**src/rtl/branch_redirect_ctrl_if.sv**
```systemverilog
// rtl/branch_redirect_ctrl_if.sv - redirect request channel between branch_redirect_ctrl and fetch
interface branch_redirect_ctrl_if #(
    parameter int XLEN = 32
);
    logic            redirect_valid;
    logic [XLEN-1:0] redirect_pc;
    logic            redirect_ready;

    modport master (
        output redirect_valid,
        output redirect_pc,
        input  redirect_ready
    );

    modport slave (
        input  redirect_valid,
        input  redirect_pc,
        output redirect_ready
    );
endinterface

```
**src/rtl/branch_redirect_ctrl.sv**
```systemverilog
// rtl/branch_redirect_ctrl.sv - taken-transfer PC redirect/stall/flush sequencer (optional counters: BRANCH_STATS_EN)
module branch_redirect_ctrl #(
    parameter int XLEN         = 32,
    parameter int FLUSH_CYCLES = 2
) (
    input  logic                  clk,
    input  logic                  reset,
    input  logic                  ex_valid,
    input  logic                  ex_is_branch,
    input  logic                  ex_branch_taken,
    input  logic                  ex_is_jal,
    input  logic                  ex_is_jalr,
    input  logic [XLEN-1:0]       ex_target,
    branch_redirect_ctrl_if.master redir,
    output logic                  stall_ex,
    output logic                  flush_ifid,
    output logic                  flush_idex,
    output logic                  misalign_exc,
    output logic [XLEN-1:0]       misalign_addr
`ifdef BRANCH_STATS_EN
    ,
    output logic [31:0]           stat_branches,
    output logic [31:0]           stat_taken,
    output logic [31:0]           stat_stall_cycles
`endif
);

    typedef enum logic [1:0] {
        IDLE     = 2'd0,
        REDIRECT = 2'd1,
        FLUSH    = 2'd2
    } state_t;

    state_t          state_q, state_d;
    logic [2:0]      cnt_q, cnt_d;
    logic            redirect_valid_q, redirect_valid_d;
    logic [XLEN-1:0] redirect_pc_q, redirect_pc_d;
    logic            misalign_exc_q, misalign_exc_d;
    logic [XLEN-1:0] misalign_addr_q, misalign_addr_d;

    logic            take;
    logic [XLEN-1:0] tgt;
    logic            accept;
    logic            stall_c;
    logic            flush_c;

    always_comb begin
        take   = ex_valid & (ex_is_jalr | ex_is_jal | (ex_is_branch & ex_branch_taken));
        // JALR clears bit 0 of the computed sum; JAL/branch targets pass through.
        tgt    = ex_is_jalr ? {ex_target[XLEN-1:1], 1'b0} : ex_target;
        accept = redirect_valid_q & redir.redirect_ready;

        state_d          = state_q;
        cnt_d            = cnt_q;
        redirect_valid_d = redirect_valid_q;
        redirect_pc_d    = redirect_pc_q;
        misalign_exc_d   = 1'b0;
        misalign_addr_d  = misalign_addr_q;
        stall_c          = 1'b0;
        flush_c          = 1'b0;

        case (state_q)
            IDLE: begin
                if (take) begin
                    if (!tgt[1]) begin
                        stall_c          = 1'b1;
                        redirect_valid_d = 1'b1;
                        redirect_pc_d    = tgt;
                        state_d          = REDIRECT;
                    end else begin
                        // Misaligned target traps instead of redirecting; no stall.
                        misalign_exc_d  = 1'b1;
                        misalign_addr_d = tgt;
                    end
                end
            end
            REDIRECT: begin
                if (accept) begin
                    flush_c          = 1'b1;
                    redirect_valid_d = 1'b0;
                    if (FLUSH_CYCLES == 1) begin
                        state_d = IDLE;
                    end else begin
                        state_d = FLUSH;
                        cnt_d   = 3'(FLUSH_CYCLES - 1);
                    end
                end else begin
                    stall_c = 1'b1;
                end
            end
            FLUSH: begin
                flush_c = 1'b1;
                cnt_d   = cnt_q - 3'd1;
                if (cnt_q == 3'd1) begin
                    state_d = IDLE;
                end
            end
            default: begin
                state_d = IDLE;
            end
        endcase
    end

    always_ff @(posedge clk) begin
        if (reset) begin
            state_q          <= IDLE;
            cnt_q            <= 3'd0;
            redirect_valid_q <= 1'b0;
            redirect_pc_q    <= '0;
            misalign_exc_q   <= 1'b0;
            misalign_addr_q  <= '0;
        end else begin
            state_q          <= state_d;
            cnt_q            <= cnt_d;
            redirect_valid_q <= redirect_valid_d;
            redirect_pc_q    <= redirect_pc_d;
            misalign_exc_q   <= misalign_exc_d;
            misalign_addr_q  <= misalign_addr_d;
        end
    end

    // Combinational outputs are forced low while reset is asserted.
    assign stall_ex             = stall_c & ~reset;
    assign flush_ifid           = flush_c & ~reset;
    assign flush_idex           = flush_c & ~reset;
    assign redir.redirect_valid = redirect_valid_q;
    assign redir.redirect_pc    = redirect_pc_q;
    assign misalign_exc         = misalign_exc_q;
    assign misalign_addr        = misalign_addr_q;

`ifdef BRANCH_STATS_EN
    logic [31:0] stat_branches_q, stat_branches_d;
    logic [31:0] stat_taken_q, stat_taken_d;
    logic [31:0] stat_stall_cycles_q, stat_stall_cycles_d;

    always_comb begin
        stat_branches_d     = stat_branches_q;
        stat_taken_d        = stat_taken_q;
        stat_stall_cycles_d = stat_stall_cycles_q;
        if (state_q == IDLE && ex_valid && ex_is_branch) begin
            stat_branches_d = stat_branches_q + 32'd1;
        end
        if (state_q == REDIRECT && accept) begin
            stat_taken_d = stat_taken_q + 32'd1;
        end
        if (stall_c) begin
            stat_stall_cycles_d = stat_stall_cycles_q + 32'd1;
        end
    end

    always_ff @(posedge clk) begin
        if (reset) begin
            stat_branches_q     <= 32'd0;
            stat_taken_q        <= 32'd0;
            stat_stall_cycles_q <= 32'd0;
        end else begin
            stat_branches_q     <= stat_branches_d;
            stat_taken_q        <= stat_taken_d;
            stat_stall_cycles_q <= stat_stall_cycles_d;
        end
    end

    assign stat_branches     = stat_branches_q;
    assign stat_taken        = stat_taken_q;
    assign stat_stall_cycles = stat_stall_cycles_q;
`endif

endmodule
```
**src/flat_wrapper.sv**
```systemverilog
// flat-port wrapper written by rule: the top's interface ports become plain ports
module branch_redirect_ctrl_flat 
#(
    parameter int XLEN         = 32,
    parameter int FLUSH_CYCLES = 2
)
  (clk, reset, ex_valid, ex_is_branch, ex_branch_taken, ex_is_jal, ex_is_jalr, ex_target, stall_ex, flush_ifid, flush_idex, misalign_exc, misalign_addr, redir_redirect_valid, redir_redirect_pc, redir_redirect_ready);
  branch_redirect_ctrl_if #(.XLEN(XLEN)) redir_i ();
  input  logic clk;
  input  logic reset;
  input  logic ex_valid;
  input  logic ex_is_branch;
  input  logic ex_branch_taken;
  input  logic ex_is_jal;
  input  logic ex_is_jalr;
  input  logic [XLEN-1:0] ex_target;
  output logic stall_ex;
  output logic flush_ifid;
  output logic flush_idex;
  output logic misalign_exc;
  output logic [XLEN-1:0] misalign_addr;
  output wire logic [$bits(redir_i.redirect_valid)-1:0] redir_redirect_valid;
  output wire logic [$bits(redir_i.redirect_pc)-1:0] redir_redirect_pc;
  input wire logic [$bits(redir_i.redirect_ready)-1:0] redir_redirect_ready;
  assign redir_redirect_valid = redir_i.redirect_valid;
  assign redir_redirect_pc = redir_i.redirect_pc;
  assign redir_i.redirect_ready = redir_redirect_ready;
  branch_redirect_ctrl #(.XLEN(XLEN), .FLUSH_CYCLES(FLUSH_CYCLES)) u_core (.clk(clk), .reset(reset), .ex_valid(ex_valid), .ex_is_branch(ex_is_branch), .ex_branch_taken(ex_branch_taken), .ex_is_jal(ex_is_jal), .ex_is_jalr(ex_is_jalr), .ex_target(ex_target), .redir(redir_i), .stall_ex(stall_ex), .flush_ifid(flush_ifid), .flush_idex(flush_idex), .misalign_exc(misalign_exc), .misalign_addr(misalign_addr));
endmodule
```
**config.mk**
```make
export PLATFORM = sky130hd
export DESIGN_NAME = branch_redirect_ctrl_flat
export DESIGN_NICKNAME = d
export VERILOG_FILES = /design/src/rtl/branch_redirect_ctrl_if.sv /design/src/rtl/branch_redirect_ctrl.sv /design/src/flat_wrapper.sv
export SDC_FILE = /design/constraint.sdc
export NUM_CORES = 1
export LEC_CHECK = 0
export BUFFER_PORTS_ARGS = -buffer_cell sky130_fd_sc_hd__buf_4
export CORE_MARGIN = 2
export CORE_UTILIZATION = 45
export CTS_BUF_LIST = sky130_fd_sc_hd__clkbuf_8
export CTS_CLUSTER_SIZE = 40
export DETAILED_ROUTE_END_ITERATION = 8
export PLACE_DENSITY = 0.77
export SYNTH_ARGS = -nofsm -noshare
export SYNTH_HDL_FRONTEND = slang
export SYNTH_SLANG_ARGS = --single-unit
```
**constraint.sdc**
```tcl
create_clock -name clk -period 2.6 [get_ports clk]
set_input_delay 0.78 -clock clk [delete_from_list [all_inputs] [get_ports clk]]
set_output_delay 0.78 -clock clk [all_outputs]
set_load 0.02 [all_outputs]
```
==> results of run 1 <==
synthesized netlist by cell type:
cell type    n  share of area
nand2_1    126           0.17
dfxtp_1     70           0.52
a21oi_1     63           0.12
buf_2        8          0.015
clkbuf_1     8          0.011
nand2b_1     8          0.018
ha_1         7          0.032
buf_6        6          0.025
nor2_1       6         0.0083
inv_1        5         0.0069
mux2i_1      3          0.011
o21ai_0      3         0.0055
buf_4        2         0.0055
nand3b_1     2         0.0055
a211o_1      1         0.0032
a211oi_1     1         0.0028
a21bo_2      1         0.0037
a21boi_0     1         0.0028
a221oi_2     1         0.0055
a22oi_1      1         0.0028
a2bb2oi_1    1         0.0032
a31oi_1      1         0.0023
and4_1       1         0.0032
and4b_1      1         0.0037
conb_1       1         0.0014
nand4_1      1         0.0023
nand4b_2     1         0.0055
nor2b_1      1         0.0023
nor3b_1      1         0.0028
worst min-delay path, cell delays in order (launching register included):
cell     delay (ns)
dfxtp_1        0.31
nand2_1        0.05
a21oi_1        0.05
placed cells by master (no fill, tap or decap):
cell type / count
a221oi_2: 1
and4_1: 1
nand3b_1: 2
o21ai_0: 3
nand2_1: 126
nor2b_1: 1
clkbuf_8: 10
a31oi_1: 1
a22oi_1: 1
buf_4: 113
a21oi_1: 63
nand4b_2: 1
nor3b_2: 1
nand2b_1: 8
nand4_1: 1
inv_1: 6
a2bb2oi_1: 1
mux2i_1: 3
a21bo_2: 1
ha_1: 7
bufinv_16: 2
clkinvlp_4: 3
and4b_1: 1
a21boi_0: 1
a211o_1: 1
nor2_1: 6
a211oi_1: 1
dfxtp_1: 70
conb_1: 1
per-stage QoR:
step	hold WS, ns	utilization	cells
2_1_floorplan	0.456	-	332
3_3_place_gp	0.442	0.595	496
3_5_place_dp	0.447	0.595	496
4_1_cts	0.458	0.634	512
5_1_grt	0.479	0.634	512
6_report	0.455	0.634	512
power by group:
part | internal (W) | switching, W
clock | 0.000563 | 0.000404
sequential | 0.00119 | 0.0000721
combinational | 0.000353 | 0.000498
state kept, by name, indices dropped and copies added (netlist names):
signal and flops:
u_core.cnt_q 3, u_core.misalign_addr 32, u_core.misalign_exc 1, u_core.redir.redirect_pc 31
u_core.redir.redirect_valid 1, u_core.state_q 2
metal layers:
layer  routed length (microns)  share of wire
met4                        19         0.0028
met2                      3310           0.50
met1                      2900           0.43
met3                       440          0.066
met5                         0              0
how the worst min path moves through the flow:
| stage | to | depth (start not counted) | slack (ns) | startpoint |
|---|---|---|---|---|
| floorplan | u_core.cnt_q[1] | 2 | 0.46 | u_core.cnt_q[1] |
| global placement | u_core.redir.redirect_pc[8] | 2 | 0.44 | u_core.redir.redirect_pc[8] |
| detailed placement | u_core.misalign_addr[3] | 2 | 0.45 | u_core.misalign_addr[3] |
| CTS | u_core.misalign_addr[18] | 2 | 0.46 | u_core.misalign_addr[18] |
| global route | u_core.misalign_addr[29] | 2 | 0.48 | u_core.misalign_addr[29] |
| finish | u_core.misalign_addr[27] | 2 | 0.46 | u_core.misalign_addr[27] |
area by class of cell:
type	count	area (sq um)
inverters	5	18.8
flip-flops and latches	70	1400
clock inverters	6	86.3
multi-input cells	233	1140
repair buffers	113	848
clock buffers	10	138
well taps	75	93.8
fillers	532	2160
logic make-up (layout without fill, tap and decap cells):
| family | count (synthesis) | count (layout) | share of synthesized area |
|---|---|---|---|
| other | 1 | 1 | 0.00138 |
| AO/OA/AOI/OAI | 74 | 74 | 0.148 |
| buffers and inverters | 29 | 134 | 0.0632 |
| flip-flops | 70 | 70 | 0.517 |
| multiplexers | 3 | 3 | 0.0111 |
| AND/OR/NAND/NOR | 148 | 148 | 0.227 |
| adder cells (fa/ha/maj) | 7 | 7 | 0.0323 |
==> impl_metrics.json, run 1 <==
{
  "globalRouteMet3Util": 0.0516,
  "critPathKind": "reg2out",
  "syn_inst": 332,
  "num_io_pins": 109,
  "grt_pass1_wl_microns": 10900,
  "start_util": 0.460,
  "cp.required_ns": 1.82,
  "clkTransAtPathRegs_ns": 0.07,
  "critPathMaxStageDelay_ns": 0.33,
  "drt_iter0_drc": 105,
  "yosys_warnings": 0,
  "slowest_stage": "dfxtp_1",
  "grt-ovfl-total": 0,
  "hpwl_microns": 4450,
  "die_h_microns": 81.6,
  "rsz0062_at_grt": "no",
  "h-tree-depth": 3,
  "outcome": "finished clean",
  "met2_usage": 0.376,
  "fin_tns_setup_ns": 0,
  "ctsHoldBuffers": 0,
  "fin_crit_sh": 0.921,
  "crit_chain": "inv_1 > ha_1 > a21bo_2 > a21oi_1 > buf_4",
  "rr_worst_depth": 6,
  "setup-violations-final": 0,
  "place.gp.congestion": 0.749,
  "max_freq_mhz": 418,
  "cts_max_path_buffers": 2,
  "busiest_layer": "met2",
  "drv_cap": 0,
  "synth_area_sq_mm": 0.00271,
  "via_per_inst": 4.94,
  "report.final.slew_viol_count": 0,
  "endpoint_kind": "primary output",
  "clkLatencyLatePin_ns": 0.33,
  "drc": 0,
  "tritoncts": "yes",
  "power_w": 0.00308,
  "synth_cell_types": 29,
  "first_global_vias": 2373,
  "drt-pass1-iter-count": 4,
  "grt.met1_usage": 0.245,
  "wirelength_microns": 6670,
  "seq_area_frac_synth": 0.517,
  "final_cell_area_sq_mm": 0.00373,
  "wl_per_cell_microns": 13.0,
  "postPlaceCellArea_sq_mm": 0.00350,
  "dp_slack_ns": 0.223,
  "fin_ws_ns": 0.206,
  "cts_resized": 0,
  "layout.nets": 479,
  "total_leakage_power_nw": 1.59,
  "ant_nets": 0,
  "track_usage": 0.211,
  "coreArea_sq_mm": 0.00589,
  "grt_max_degree": 43,
  "cp_num_cells": 5,
  "root_buffer": "clkbuf_8",
  "reg2reg_slack_ns": 0.95,
  "syn_nets": 379,
  "path_buf_inv": 2,
  "synth_seq_cells": 70,
  "row_count": 28,
  "die_w_microns": 81.6,
  "numPortBuffers": 107,
  "peakVddDrop_v": 0.000503,
  "critPathTopFamily": "compound AO/OA/AOI/OAI gates",
  "cp_max_fo": 6,
  "cts_buffers": 9,
  "min_period_ns": 2.39,
  "hold_class": "reg2reg",
  "syn_area_per_cell_sq_um": 8.16,
  "p_per_area_mw_per_mm2": 826,
  "finalClockSkew_ns": 0.00684,
  "arrival_ns": 1.61,
  "dieArea_sq_mm": 0.00666,
  "timing.rr.end": "u_core.redir.redirect_pc[15]",
  "post_cts_buffers": 0,
  "cp-startpoint": "u_core.state_q[1]",
  "drive_gt1_frac": 0.302,
  "cts.sinks": 70,
  "timing.rr.start": "u_core.state_q[1]",
  "antenna_found_initial": 0,
  "diodes": 0,
  "endpoint": "stall_ex",
  "hold_violations": 0,
  "area_delta_synth_final_pct": 37.6,
  "cp-start-kind": "flip-flop",
  "via_count": 2531
}
(Power assumes the default switching activity.)
==> run 2, diff against run 1 <==
--- a/config.mk
+++ b/config.mk
@@ -7,11 +7,12 @@
 export LEC_CHECK = 0
 export BUFFER_PORTS_ARGS = -buffer_cell sky130_fd_sc_hd__buf_4
 export CORE_MARGIN = 2
-export CORE_UTILIZATION = 45
+export CORE_UTILIZATION = 50
 export CTS_BUF_LIST = sky130_fd_sc_hd__clkbuf_8
 export CTS_CLUSTER_SIZE = 40
 export DETAILED_ROUTE_END_ITERATION = 8
-export PLACE_DENSITY = 0.77
+export HOLD_SLACK_MARGIN = 0.02
+export PLACE_DENSITY = 0.84
 export SYNTH_ARGS = -nofsm -noshare
 export SYNTH_HDL_FRONTEND = slang
 export SYNTH_SLANG_ARGS = --single-unit
==> constraint.sdc (replaced) <==
create_clock -name clk -period 2.6 [get_ports clk]
set_input_delay 0.78 -clock clk [delete_from_list [all_inputs] [get_ports clk]]
set_output_delay 0.78 -clock clk [all_outputs]
set_load 0.1 [all_outputs]
==> run 2 against run 1 <==
Net effect:
- via count up 2.0%
- global-route usage up 2.5 points
- core utilization up 9.0 points
- final cell count down 1.2%
- fmax down 4.3%
- sequential power about the same
- sequential share of layout area down 0.063 points
- sequential cell count unchanged
- critical path type unchanged
- largest power group is now combinational logic
==> impl_metrics.json, run 2 (synthesis results as in run 1) <==
{
  "endpoint_kind": "primary output",
  "die_w_microns": 77.6,
  "arrival_ns": 1.72,
  "ff_latch_area_sq_mm": 0.00141,
  "coreArea_sq_mm": 0.00517,
  "power.clock.fraction": 0.223,
  "rsz0062_at_grt": "yes",
  "cp_max_fo": 5,
  "layout.nets": 481,
  "cts_buffers": 9,
  "min_period_ns": 2.50,
  "track_usage": 0.235,
  "max_freq_mhz": 400,
  "die_h_microns": 77.6,
  "netSwitchingFraction": 0.436,
  "critPathMaxStageDelay_ns": 0.34,
  "outcome": "finished clean",
  "power_w": 0.00361,
  "layout_common_cells": "nand2_1 (126), buf_4 (114), dfxtp_1 (69)",
  "first_global_vias": 2545,
  "via_count": 2581,
  "fin_ws_ns": 0.0988,
  "clkTransAtPathRegs_ns": 0.07,
  "critPathKind": "reg2out",
  "peakVddDrop_v": 0.000661,
  "tritoncts": "yes",
  "crit_chain": "inv_1 > ha_1 > a31oi_4 > nor3b_4 > buf_4",
  "layout.cells.most_common": "nand2_1",
  "internal_power_w": 0.00204,
  "drt-pass1-iter-count": 5,
  "antenna_found_initial": 0,
  "wirelength_microns": 6840,
  "path_buf_inv": 2,
  "grt_pass1_wl_microns": 11300,
  "diodes": 0,
  "total_leakage_power_nw": 1.61,
  "place.gp.congestion": 0.788,
  "reg2reg_slack_ns": 0.90,
  "drv_cap": 0,
  "largest_register_ffs": 32,
  "setup-violations-final": 0,
  "via_per_inst": 5.10,
  "hold_violations": 0,
  "slowest_stage": "dfxtp_1",
  "drc": 0,
  "clkLatencyLatePin_ns": 0.33,
  "wl_per_cell_microns": 13.5,
  "grt-ovfl-total": 0,
  "fin_crit_sh": 0.962,
  "nFillCells": 415,
  "area_delta_synth_final_pct": 38.2,
  "start_util": 0.524,
  "cp.required_ns": 1.82,
  "p_switching_w": 0.00157,
  "numPortBuffers": 107,
  "grt_max_degree": 39,
  "num_io_pins": 109,
  "p_per_area_mw_per_mm2": 963,
  "ctsHoldBuffers": 0,
  "dieArea_sq_mm": 0.00602,
  "report.final.slew_viol_count": 0,
  "hold_class": "reg2reg",
  "drt_iter0_drc": 132,
  "cp-start-kind": "flip-flop",
  "drive_gt1_frac": 0.310,
  "finalNonFillerCells": 506,
  "dp.cells": 493,
  "multiInputGateArea_sq_mm": 0.00119,
  "combPwrFrac": 0.424,
  "cts.sinks": 70,
  "hpwl_microns": 4800,
  "power_frac_seq": 0.353,
  "root_buffer": "clkbuf_8",
  "h-tree-depth": 3,
  "finalClockSkew_ns": 0.00538,
  "row_count": 26,
  "cts_max_path_buffers": 2,
  "critPathTopFamily": "buffers and inverters",
  "holdWs_ns": 0.453,
  "dp_slack_ns": 0.111,
  "ant_nets": 0
}
==> run 2: metal layers <==
layer	vias to the layer above	global-route usage	share of wire	routed length, microns
li1	1276	-	-	-
met1	1204	0.286	0.41	2780
met2	91	0.394	0.51	3470
met3	10	0.0500	0.073	496
met4	0	0.116	0.014	95
met5	-	0	0	0
==> run 2: layout make-up <==
type | count | share of cell area
Sequential cell | 70 | 0.375
Multi-Input combinational cell | 233 | 0.317
Inverter | 5 | 0.00501
Clock inverter | 3 | 0.0104
Tap cell | 70 | 0.0234
Timing Repair Buffer | 115 | 0.233
Clock buffer | 10 | 0.0368
==> run 2: power by group through the flow <==
| stage | Combinational, W | Sequential, W | Clock [W] |
|---|---|---|---|
| 2_1_floorplan | 0.000555 | 0.00196 | 0 |
| 3_3_place_gp | 0.00149 | 0.00129 | 0 |
| 3_5_place_dp | 0.00152 | 0.00130 | 0 |
| 4_1_cts | 0.00153 | 0.00127 | 0.000821 |
| 5_1_grt | 0.00161 | 0.00129 | 0.000864 |
| 6_report | 0.00153 | 0.00127 | 0.000806 |
==> run 2: worst paths after layout <==
| check | end | start | cells past startpoint |
|---|---|---|---|
| worst min register to register | u_core.redir.redirect_pc[29] | u_core.redir.redirect_pc[29] | 2 |
| worst min-delay path | u_core.redir.redirect_pc[29] | u_core.redir.redirect_pc[29] | 2 |
| worst max-delay path | flush_ifid | u_core.state_q[0] | 5 |
| worst max register to register | u_core.redir.redirect_pc[0] | u_core.state_q[1] | 6 |
==> run 2: through the flow <==
| stage | TNS (ns) | instance area [sq um] | util |
|---|---|---|---|
| after floorplan | -0.263 | 2800 | - |
| after global placement | 0 | 3560 | 0.688 |
| after detailed placement | 0 | 3560 | 0.688 |
| after CTS | 0 | 3740 | 0.723 |
| after global routing | -0.00455 | 3740 | 0.724 |
| final | 0 | 3740 | 0.724 |
==> run 2: what timing repair did <==
action                                  in CTS  in global routing
cloned                                       0                  0
gates resized for setup                      1                  2
endpoints found under the setup margin       1                  3
pin swaps                                    0                  0
buffers inserted                             0                  0
==> run 2: worst reg2reg max path, stage by stage, from the launching register on <==
cell,delay [ns]
dfxtp_1,0.33
inv_1,0.13
ha_1,0.33
and4b_1,0.24
buf_4,0.33
nand2_1,0.12
a21oi_1,0.15
